===== config.mk =====
export PLATFORM = sky130hd
export DESIGN_NAME = uart_rx_sipo
export DESIGN_NICKNAME = d
export VERILOG_FILES = /design/src/rtl/uart_rx_sipo_pkg.sv /design/src/rtl/uart_rx_sipo_sampler.sv /design/src/rtl/uart_rx_sipo.sv
export SDC_FILE = /design/constraint.sdc
export NUM_CORES = 1
export LEC_CHECK = 0
export ABC_CLOCK_PERIOD_IN_PS = 2750
export CORE_MARGIN = 4
export CORE_UTILIZATION = 57
export CTS_CLUSTER_DIAMETER = 30
export CTS_CLUSTER_SIZE = 12
export DETAILED_ROUTE_END_ITERATION = 8
export DONT_BUFFER_PORTS = 1
export GPL_TIMING_DRIVEN = 0
export MAX_ROUTING_LAYER = met4
export PLACE_DENSITY = 0.83
export SETUP_SLACK_MARGIN = 0.3
export SLEW_MARGIN = 20
export SYNTH_ARGS = -nofsm -noshare
export SYNTH_HDL_FRONTEND = slang
export SYNTH_HIERARCHICAL = 1
export SYNTH_SLANG_ARGS = --single-unit

===== constraint.sdc =====
create_clock -name clk_i -period 2.75 [get_ports clk_i]
set_clock_uncertainty 0.05 [all_clocks]
set_input_delay 0.275 -clock clk_i [delete_from_list [all_inputs] [get_ports clk_i]]
set_output_delay 0.275 -clock clk_i [all_outputs]
set_load 0.1 [all_outputs]

===== src/rtl/uart_rx_sipo_pkg.sv =====
// Shared definitions for the UART receive path: parity codes, FSM states and the default
// oversampling ratio.
package uart_rx_sipo_pkg;

    parameter int unsigned OverSampleDef = 16;

    localparam logic [1:0] ParOdd  = 2'b01;
    localparam logic [1:0] ParEven = 2'b10;

    typedef enum logic [2:0] {
        StIdle,
        StStart,
        StData,
        StParity,
        StStop,
        StDone
    } rx_state_e;

    function automatic logic parity_en(input logic [1:0] par);
        return (par == ParOdd) || (par == ParEven);
    endfunction

endpackage


===== src/rtl/uart_rx_sipo_sampler.sv =====
// Input conditioning for the serial line: 2-flop synchroniser, falling-edge detect and a
// 3-tap majority vote over the last three synchronised samples.
module uart_rx_sipo_sampler (
    input  logic clk_i,
    input  logic rst_ni,
    input  logic rx_i,
    output logic sync_bit_o,
    output logic fall_edge_o,
    output logic maj_bit_o
);

    logic [1:0] sync_q;
    logic       prev_q;
    logic       prev2_q;

    // Everything resets high so an idle line never looks like a start edge.
    always_ff @(posedge clk_i or negedge rst_ni) begin
        if (!rst_ni) begin
            sync_q  <= 2'b11;
            prev_q  <= 1'b1;
            prev2_q <= 1'b1;
        end else begin
            sync_q  <= {sync_q[0], rx_i};
            prev_q  <= sync_q[1];
            prev2_q <= prev_q;
        end
    end

    assign sync_bit_o  = sync_q[1];
    assign fall_edge_o = prev_q & ~sync_q[1];
    assign maj_bit_o   = (sync_q[1] & prev_q) | (sync_q[1] & prev2_q) | (prev_q & prev2_q);

endmodule


===== src/rtl/uart_rx_sipo.sv =====
// UART serial-in/parallel-out receiver: start detection, data/parity/stop sampling and
// framing/parity error reporting, clocked by the oversampled baud tick.
module uart_rx_sipo
    import uart_rx_sipo_pkg::*;
#(
    parameter int unsigned OverSample = OverSampleDef,
    parameter int unsigned DataMax    = 8
) (
    input  logic               clk_i,
    input  logic               rst_ni,
    input  logic               rx_i,
    input  logic [1:0]         parity_type_i,
    input  logic               stop_bits_i,
    input  logic               data_length_i,
    output logic [DataMax-1:0] data_parll_o,
    output logic               done_flag_o,
    output logic               active_flag_o,
    output logic               parity_error_o,
    output logic               stop_error_o
);

    localparam int unsigned TickW = $clog2(OverSample);
    localparam int unsigned BitW  = $clog2(DataMax);
    // Majority decision is taken once the third tap (OverSample/2+1) is in.
    localparam logic [TickW-1:0] MidTick  = TickW'(OverSample / 2 + 1);
    localparam logic [TickW-1:0] LastTick = TickW'(OverSample - 1);
    localparam logic [BitW-1:0]  LastBit8 = BitW'(DataMax - 1);
    localparam logic [BitW-1:0]  LastBit7 = BitW'(DataMax - 2);

    logic sync_bit, fall_edge, maj_bit;

    uart_rx_sipo_sampler u_sampler (
        .clk_i       (clk_i),
        .rst_ni      (rst_ni),
        .rx_i        (rx_i),
        .sync_bit_o  (sync_bit),
        .fall_edge_o (fall_edge),
        .maj_bit_o   (maj_bit)
    );

    rx_state_e          state_q, state_d;
    logic [TickW-1:0]   tick_q, tick_d;
    logic [BitW-1:0]    bit_q, bit_d;
    logic [DataMax-1:0] shift_q, shift_d;
    logic [DataMax-1:0] data_q, data_d;
    logic [1:0]         par_q, par_d;
    logic               stop2_q, stop2_d;
    logic               len8_q, len8_d;
    logic               stop_cnt_q, stop_cnt_d;
    logic               active_q, active_d;
    logic               perr_q, perr_d;
    logic               serr_q, serr_d;
    logic               pend_perr_q, pend_perr_d;
    logic               pend_serr_q, pend_serr_d;
    logic               is_mid, stop_err_now;

    always_ff @(posedge clk_i or negedge rst_ni) begin
        if (!rst_ni) begin
            state_q     <= StIdle;
            tick_q      <= '0;
            bit_q       <= '0;
            shift_q     <= '0;
            data_q      <= '0;
            par_q       <= '0;
            stop2_q     <= 1'b0;
            len8_q      <= 1'b0;
            stop_cnt_q  <= 1'b0;
            active_q    <= 1'b0;
            perr_q      <= 1'b0;
            serr_q      <= 1'b0;
            pend_perr_q <= 1'b0;
            pend_serr_q <= 1'b0;
        end else begin
            state_q     <= state_d;
            tick_q      <= tick_d;
            bit_q       <= bit_d;
            shift_q     <= shift_d;
            data_q      <= data_d;
            par_q       <= par_d;
            stop2_q     <= stop2_d;
            len8_q      <= len8_d;
            stop_cnt_q  <= stop_cnt_d;
            active_q    <= active_d;
            perr_q      <= perr_d;
            serr_q      <= serr_d;
            pend_perr_q <= pend_perr_d;
            pend_serr_q <= pend_serr_d;
        end
    end

    assign is_mid       = (tick_q == MidTick);
    assign stop_err_now = pend_serr_q | ~maj_bit;

    always_comb begin
        state_d     = state_q;
        tick_d      = (tick_q == LastTick) ? '0 : tick_q + 1'b1;
        bit_d       = bit_q;
        shift_d     = shift_q;
        data_d      = data_q;
        par_d       = par_q;
        stop2_d     = stop2_q;
        len8_d      = len8_q;
        stop_cnt_d  = stop_cnt_q;
        active_d    = active_q;
        perr_d      = perr_q;
        serr_d      = serr_q;
        pend_perr_d = pend_perr_q;
        pend_serr_d = pend_serr_q;

        unique case (state_q)
            StIdle: begin
                tick_d = '0;
                if (fall_edge && !sync_bit) begin
                    state_d = StStart;
                    tick_d  = TickW'(1);
                    par_d   = parity_type_i;
                    stop2_d = stop_bits_i;
                    len8_d  = data_length_i;
                end
            end
            StStart: begin
                if (is_mid) begin
                    if (maj_bit) begin
                        state_d = StIdle;
                        tick_d  = '0;
                    end else begin
                        state_d     = StData;
                        active_d    = 1'b1;
                        perr_d      = 1'b0;
                        serr_d      = 1'b0;
                        pend_perr_d = 1'b0;
                        pend_serr_d = 1'b0;
                        shift_d     = '0;
                        bit_d       = '0;
                    end
                end
            end
            StData: begin
                if (is_mid) begin
                    shift_d = {maj_bit, shift_q[DataMax-1:1]};
                    bit_d   = bit_q + 1'b1;
                    if (bit_q == (len8_q ? LastBit8 : LastBit7)) begin
                        state_d    = parity_en(par_q) ? StParity : StStop;
                        stop_cnt_d = 1'b0;
                    end
                end
            end
            StParity: begin
                if (is_mid) begin
                    // Unused shift bits are zero, so the full-width XOR covers 7-bit frames too.
                    pend_perr_d = (^shift_q) ^ maj_bit ^ (par_q == ParOdd);
                    state_d     = StStop;
                    stop_cnt_d  = 1'b0;
                end
            end
            StStop: begin
                if (is_mid) begin
                    if (stop_cnt_q == stop2_q) begin
                        state_d  = StDone;
                        data_d   = len8_q ? shift_q : {1'b0, shift_q[DataMax-1:1]};
                        serr_d   = stop_err_now;
                        perr_d   = pend_perr_q;
                        active_d = 1'b0;
                    end else begin
                        stop_cnt_d  = 1'b1;
                        pend_serr_d = stop_err_now;
                    end
                end
            end
            StDone: begin
                state_d = StIdle;
                tick_d  = '0;
            end
            default: begin
                state_d = StIdle;
                tick_d  = '0;
            end
        endcase
    end

    assign data_parll_o   = data_q;
    assign done_flag_o    = (state_q == StDone);
    assign active_flag_o  = active_q;
    assign parity_error_o = perr_q;
    assign stop_error_o   = serr_q;

endmodule


Yosys cells after proc, flatten, opt, wreduce, memory -nomap -nowiden
Index checks and enable logic that the tools add are counted.

storage, ports and cells
  bits of input ports = 7
  register bits = 40
  logic and storage cells = 117

cells by class
  equality and inequality tests = 20
  bitwise logic cells = 11
  reductions and logical operators = 18
  mux-type cells = 49
  add/subtract/negate cells = 2

operators by type and width
  cell                   number
  $mux W3                11
  $mux W8                4
  $mux W1                20
  $ne A2 B2 Y1 const B   9
  $pmux W8 S2            1
  $pmux W3 S5            1
  $mux W4                3
  $pmux W4 S3            1
  $pmux W1 S2            5
  $reduce_and A5 Y1      2
  $eq A4 B4 Y1 const B   2
  $reduce_and A4 Y1      2
  $reduce_xor A8 Y1      1
  $reduce_and A7 Y1      1
  $eq A3 B2 Y1 const B   2
  $eq A3 B3 Y1 const B   2
  $pmux W3 S2            1
  $reduce_and A6 Y1      1
  $reduce_bool A2 Y1     3
  $add A4 B1 Y4 const B  1
  $and A1 B1 Y1          4
  $add A3 B1 Y3 const B  1
  $eq A3 B1 Y1 const B   1
  $eq A3 B3 Y1           1
  other kinds (16)       20

Longest topological paths before layout
Gate-level depths: netlist of run 1.

  depth in word-level cells = 8
  mapped depth = 7
  mapped depth without buffers = 6

Hierarchy
The synthesis of run 1 kept the hierarchy.

by module, submodules not included
  module                times used  area each (sq um)  cells an instance
  uart_rx_sipo          1           1,883.1            165
  uart_rx_sipo_sampler  1           122.6              6

Least setup slack after synthesis of run 1
No wires, ideal clock.

  path kind = register -> output
  from = register state_q[0]
  to = output done_flag_o
  slack = -0.247 ns
  cell stages (with the launch flop) = 4
  data required time = 2.425 ns
  arrival time = 2.672 ns
  path through = dfrtp_1 buf_2 inv_1 nor3_1

between the ends
  word-level cells in the longest chain between the ends = 1

RTL lines
  item                      RTL line             source
  start: declaration        uart_rx_sipo.sv:41   rx_state_e state_q, state_d;
  start signal: assignment  uart_rx_sipo.sv:59   state_q <= StIdle;
  start signal: assignment  uart_rx_sipo.sv:74   state_q <= state_d;
  $eq A3 B3 Y1              uart_rx_sipo.sv:182  assign done_flag_o = (state_q == StDone);
  end: declaration          uart_rx_sipo.sv:16   output logic done_flag_o,

No other way between the ends.

Worst setup path in the final report of run 1
Ends and elaborated chain as after synthesis.

==> results.py, run 1 <==
metrics = {
    "clocking": {
        "clockRootBuffer": "clkbuf_4",
        "cts_buffer_depth": 2,
        "htreeDepth": 2,
        "cts_buffers": 5,
        "post-cts-setup-buffers": 0,
        "cts_tree": "done",
        "post_cts_resized": 0,
        "cts_num_sinks": 40,
        "clk_pin_slew_ns": 0.11,
        "insertion_delay_ns": 0.34,
    },
    "synth": {
        "ys_seq_elements": 40,
        "synth.area.top_cells": "dfrtp_1, dfstp_2, mux2i_1",
        "ys_types": 49,
        "avgSynthCellArea_um2": 11.73,
        "synth_area_leader_cell": "dfrtp_1",
        "syn-num-nets": 182,
        "yosysWarnings": 6,
        "synth_edf_count": 0,
        "ys_async_sr_fraction_pct": 100.0,
        "post-synth-top-area-fraction_pct": 44.92,
        "postSynthCellCount": 171,
        "yosysSeqAreaShare_pct": 50.16,
        "synth_area_um2": 2006,
        "synth_ff_type": "dfrtp_1",
    },
    "drt": {
        "drc": 0,
        "dr.pass1.iters": 4,
        "routedWlPerCell_um": 16.00,
        "viasPerCell": 5.860,
        "wl_um": 3647,
        "vias": 1336,
        "drt_iter0_drc": 97,
        "postRouteAntennaNets": 0,
    },
    "finish": {
        "antenna_cells": 0,
        "nNetsFinal": 192,
        "most-common-layout-cells": "dfrtp_1, inv_1, a21oi_1, nor2_1, a22o_1",
        "fill_cells": 287,
        "drive_above_1_share_pct": 20.88,
        "final_common_cell": "dfrtp_1",
        "finalInstanceArea_um2": 2163,
        "area_growth_pct": 7.860,
    },
    "critical_path": {
        "start_kind": "register",
        "rr_startpoint": "u_sampler/prev_q",
        "worstPathArrival_ns": 1.92,
        "r2r_slack_ns": 0.85,
        "crit_path_end_kind": "output port",
        "critical_path_required_ns": 2.42,
        "critical_path_class": "reg -> out",
        "reg2reg_depth": 6,
        "critPathMaxFanout": 10,
        "timing.rr.end": "stop_error_o",
    },
    "sta": {
        "rsz0062_at_grt": "no",
        "post-route-min-period_ns": 2.242,
        "fmax_ghz": 0.4460,
        "hold_viol": 0,
        "slew_violations": 0,
        "max_slew_margin_pct": 33.63,
        "fin_crit_sh_pct": 81.52,
        "hold_ws_ns": 0.03514,
        "setup_slack_ns": 0.5081,
        "finalSetupViolations": 0,
        "tightest_slew_ns": 0.9924,
        "fin_tns_setup_ns": 0,
    },
    "placement": {
        "gp_congestion": 0.9084,
        "hpwl_um": 2617,
        "numPortBuffers": 0,
        "dp_slack_ns": 0.8463,
        "place_area_um2": 2074,
    },
    "die": {
        "rows": 21,
        "core_area_um2": 3363,
        "io_pins": 19,
        "die_w_um": 67.32,
        "die_height_um": 67.32,
        "initial_core_util_pct": 59.64,
        "dieArea_um2": 4532,
    },
    "global_route": {
        "grt_overflow_total": 0,
        "antenna_found_initial": 0,
        "grtUsageTotal_pct": 19.91,
        "grt_pass1_vias": 1391,
        "grt_first_pass_wirelength_um": 6444,
        "grt_start_max_net_pins": 41,
    },
    "pwr": {
        "power.density_nw_per_um2": 735.3,
        "finalPower_mw": 1.591,
        "p_leak_nw": 0.9835,
        "irDropWorstVdd_v": 0.0005434,
    },
    "min_path": {
        "min_path_type": "in -> reg",
        "whs_endpoint": "len8_q",
        "hold_path_startpoint": "data_length_i",
        "hold_depth": 1,
    },
    "status": {
        "status": "finished, final reports clean",
    },
    "flow_run": {
        "drv_cap": 0,
    },
}
[timing repair]
item	4_1_cts	5_1_grt
endpoints found under the hold margin	41	0
hold buffers	3	0
endpoints found under the setup margin	0	0
[state kept, by name, indices dropped and copies added (netlist names), 2 cells and up]
| register | cells |
|---|---|
| shift_q | 8 |
| data_parll_o | 8 |
| state_q | 3 |
| par_q | 2 |
| u_sampler/sync_q | 2 |
| bit_q | 3 |
| tick_q | 4 |
[power by group]
group / switching (mW) / total, mW / leakage [nW] / internal, mW
Combinational: 0.294 / 0.530 / 0.431 / 0.236
Sequential: 0.115 / 0.788 / 0.526 / 0.673
Clock: 0.171 / 0.273 / 0.0265 / 0.102
[metal layers]
metal,vias up,GRT usage [%],wire [um]
li1,632,-,-
met1,655,23.95,1563
met2,44,33.01,1831
met3,5,4.326,207
met4,0,7.089,44
met5,-,-,0
[cells in the mapped netlist, types with 2 or more instances]
master / number
xor2_1: 3
nor2_1: 10
dfrtp_1: 36
mux2_2: 5
a21oi_1: 12
a21oi_2: 3
inv_1: 12
mux2i_1: 8
dfstp_2: 4
nor2_2: 3
a22o_1: 9
nand2_1: 3
buf_2: 4
nor3b_1: 2
ha_1: 4
buf_6: 2
nor2b_1: 3
nor3_1: 3
nand4b_1: 2
o21ai_0: 7
xnor2_1: 8
[metrics by stage]
step,utilization [%],cells
6_report,64.32,228
4_1_cts,64.32,228
3_3_place_gp,61.50,217
3_5_place_dp,61.68,217
2_1_floorplan,-,171
5_1_grt,64.32,228
[logic make-up (layout without fill, tap and decap cells)]
kind of cell               Yosys count  in the layout  share of synthesized area, %
AOI/OAI and AO/OA                   44             44                         15.53
DFF                                 40             40                         50.16
and+or+nand+nor                     38             38                         13.60
buffers and inverters               18             29                         4.367
muxes                               14             14                         7.361
xor gates and xnor gates            12             12                         5.927
adders and majority gates            5              5                         3.057
[worst max path at each step]
stage | from | to | slack, ns | cells past startpoint
after floorplan | state_q[0] | done_flag_o | 0.60 | 3
after global placement | state_q[0] | done_flag_o | 0.49 | 3
after detailed placement | u_sampler/prev_q | stop_error_o | 0.85 | 6
after CTS | state_q[0] | done_flag_o | 0.50 | 3
after global routing | state_q[0] | done_flag_o | 0.41 | 3
final | state_q[0] | done_flag_o | 0.51 | 3
[cell type report]
cell class                 count  area [um^2]  area share [%]
multi-input combinational    113        923.4           42.68
timing repair buffer           3        40.04           1.851
buffer                         6        42.54           1.966
clock buffer                   8        48.80           2.256
inverter                      12        45.04           2.082
sequential                    40         1006           46.50
tap                           46        57.56           2.661
[worst max-delay path: stages (launching register included)]
cell and delay, ns:
dfrtp_1 0.36, buf_2 0.21, inv_1 0.16, nor3_4 0.85
(Power assumes the default switching activity.)
==> run 2: changes to the inputs <==
--- a/config.mk
+++ b/config.mk
@@ -5,7 +5,7 @@
 export SDC_FILE = /design/constraint.sdc
 export NUM_CORES = 1
 export LEC_CHECK = 0
-export ABC_CLOCK_PERIOD_IN_PS = 2750
+export ABC_CLOCK_PERIOD_IN_PS = 2200
 export CORE_MARGIN = 4
 export CORE_UTILIZATION = 57
 export CTS_CLUSTER_DIAMETER = 30
==> constraint.sdc (replaced) <==
create_clock -name clk_i -period 2.2 [get_ports clk_i]
set_clock_uncertainty 0.05 [all_clocks]
set_input_delay 0.22 -clock clk_i [delete_from_list [all_inputs] [get_ports clk_i]]
set_output_delay 0.22 -clock clk_i [all_outputs]
set_load 0.1 [all_outputs]
==> run 2 against run 1 <==
- setup slack lost 0.27 ns
- power up 35%
- first-iteration DRC count is 19% higher
- final area is 8.8% higher
- final cell count up 6.1%
- critical path type unchanged
- largest power group unchanged
==> results.py, run 2 (same netlist as run 1, synthesis figures left out) <==
metrics = {
    "sta": {
        "hold_ws_ns": 0.2685,
        "post-route-min-period_ns": 1.964,
        "tightest_slew_ns": 1.001,
        "max_slew_margin_pct": 33.05,
        "fin_tns_setup_ns": 0,
        "setup_slack_ns": 0.2356,
        "finalSetupViolations": 0,
        "rsz0062_at_grt": "yes",
        "hold_viol": 0,
        "fmax_ghz": 0.5091,
        "fin_crit_sh_pct": 89.29,
        "slew_violations": 0,
    },
    "clocking": {
        "htreeDepth": 2,
        "insertion_delay_ns": 0.35,
        "cts_buffers": 5,
        "clk_pin_slew_ns": 0.12,
        "cts_tree": "done",
        "clockRootBuffer": "clkbuf_4",
        "cts_num_sinks": 40,
        "cts_buffer_depth": 2,
    },
    "finish": {
        "area_growth_pct": 17.34,
        "nNetsFinal": 206,
        "fill_cells": 267,
        "seq_area_um2": 1006,
        "drive_above_1_share_pct": 30.10,
        "finalNonFillerCells": 242,
        "most-common-layout-cells": "dfrtp_1, inv_1, nor2_1, a21oi_1, buf_4",
        "antenna_cells": 0,
        "final_common_cell": "dfrtp_1",
        "multi_input_area_um2": 957.2,
    },
    "drt": {
        "drt_iter0_drc": 115,
        "vias": 1458,
        "viasPerCell": 6.025,
        "drc": 0,
        "routedWlPerCell_um": 16.81,
        "wl_um": 4068,
        "postRouteAntennaNets": 0,
        "dr.pass1.iters": 4,
    },
    "die": {
        "rows": 21,
        "io_pins": 19,
        "core_area_um2": 3363,
        "initial_core_util_pct": 59.64,
        "die_w_um": 67.32,
        "dieArea_um2": 4532,
        "die_height_um": 67.32,
    },
    "pwr": {
        "p_int_mw": 1.363,
        "combPwrFrac_pct": 35.9,
        "power.density_nw_per_um2": 915.7,
        "p_switching_mw": 0.7924,
        "finalPower_mw": 2.155,
        "irDropWorstVdd_v": 0.0005918,
        "pwr-share-clk_pct": 18.4,
        "power_frac_seq_pct": 45.7,
        "p_leak_nw": 1.071,
        "switching_share_pct": 36.77,
    },
    "min_path": {
        "min_path_type": "in -> async",
    },
    "global_route": {
        "grt_pass1_vias": 1504,
        "grt_start_max_net_pins": 41,
        "grt_overflow_total": 0,
        "grt_first_pass_wirelength_um": 6955,
        "antenna_found_initial": 0,
        "grtUsageTotal_pct": 21.82,
    },
    "placement": {
        "dp_slack_ns": 0.2902,
        "gp_congestion": 0.8328,
        "numPortBuffers": 0,
        "hpwl_um": 2694,
        "placedCellCount": 217,
    },
    "critical_path": {
        "critPathMaxFanout": 2,
        "worstPathArrival_ns": 1.69,
        "critical_path_class": "reg -> out",
        "crit_path_end_kind": "output port",
        "critical_path_required_ns": 1.93,
        "reg2reg_depth": 6,
        "start_kind": "register",
    },
    "status": {
        "status": "finished, final reports clean",
    },
    "flow_run": {
        "drv_cap": 0,
    },
}
[run 2: cell types whose count changed in the layout (fill, tap and decap cells not counted), moves of 4 or more]
cell,change
dlygate4sd3_1,+4
buf_6,+4
buf_2,-4
buf_4,+10
[run 2: critical path, stage by stage, from the launching register on]
cell	delay [ns]
dfrtp_1	0.41
buf_6	0.13
nor3_4	0.80
[run 2: worst paths after layout]
path	startpoint	slack, ns	to
max	state_q[1]	0.24	done_flag_o
min	rst_ni	0.27	data_parll_o[5]
max reg2reg	state_q[0]	0.35	stop_error_o
min reg2reg	u_sampler/sync_q[0]	0.31	u_sampler/sync_q[1]
max in group asynchronous	rst_ni	1.56	u_sampler/sync_q[1]
min in group clk_i	u_sampler/sync_q[0]	0.31	u_sampler/sync_q[1]
[run 2: cell type report]
| class | count | area share [%] |
|---|---|---|
| flip-flops and latches | 40 | 42.74 |
| clock inverters | 1 | 0.3190 |
| clock buffers | 7 | 2.339 |
| multi-input cells | 113 | 40.67 |
| repair buffers | 17 | 6.592 |
| inverters | 12 | 2.020 |
| plain buffers | 6 | 2.871 |
| well taps | 46 | 2.446 |
[run 2: timing repair]
action / 4_1_cts / 5_1_grt
hold endpoints to repair: 45 / 0
resized for setup: 14 / 6
pin swaps: 3 / 2
hold buffers: 7 / 0
setup buffers: 8 / 2
endpoints found under the setup margin: 3 / 19
[run 2: power groups by stage]
stage	sequential [mW]	combinational [mW]	clock [mW]
floorplan	0.977	0.525	0
global route	1.00	0.841	0.445
detailed placement	0.999	0.642	0
finish	0.985	0.774	0.395
global placement	0.990	0.606	0
CTS	0.982	0.748	0.407
[run 2: routing by layer]
| metal | global-route usage, % | vias up | share of wire (%) | routed length [um] |
|---|---|---|---|---|
| li1 | - | 665 | - | - |
| met1 | 25.22 | 748 | 43 | 1751 |
| met2 | 35.58 | 32 | 50 | 2043 |
| met3 | 4.992 | 13 | 3.8 | 154 |
| met4 | 11.14 | 0 | 2.9 | 119 |
| met5 | - | - | 0 | 0 |
[run 2: through the flow]
| step | util (%) | instance area (um^2) |
|---|---|---|
| 4_1_cts | 68.90 | 2317 |
| 2_1_floorplan | - | 2017 |
| 3_3_place_gp | 61.68 | 2074 |
| 6_report | 69.98 | 2354 |
| 3_5_place_dp | 61.68 | 2074 |
| 5_1_grt | 69.98 | 2354 |
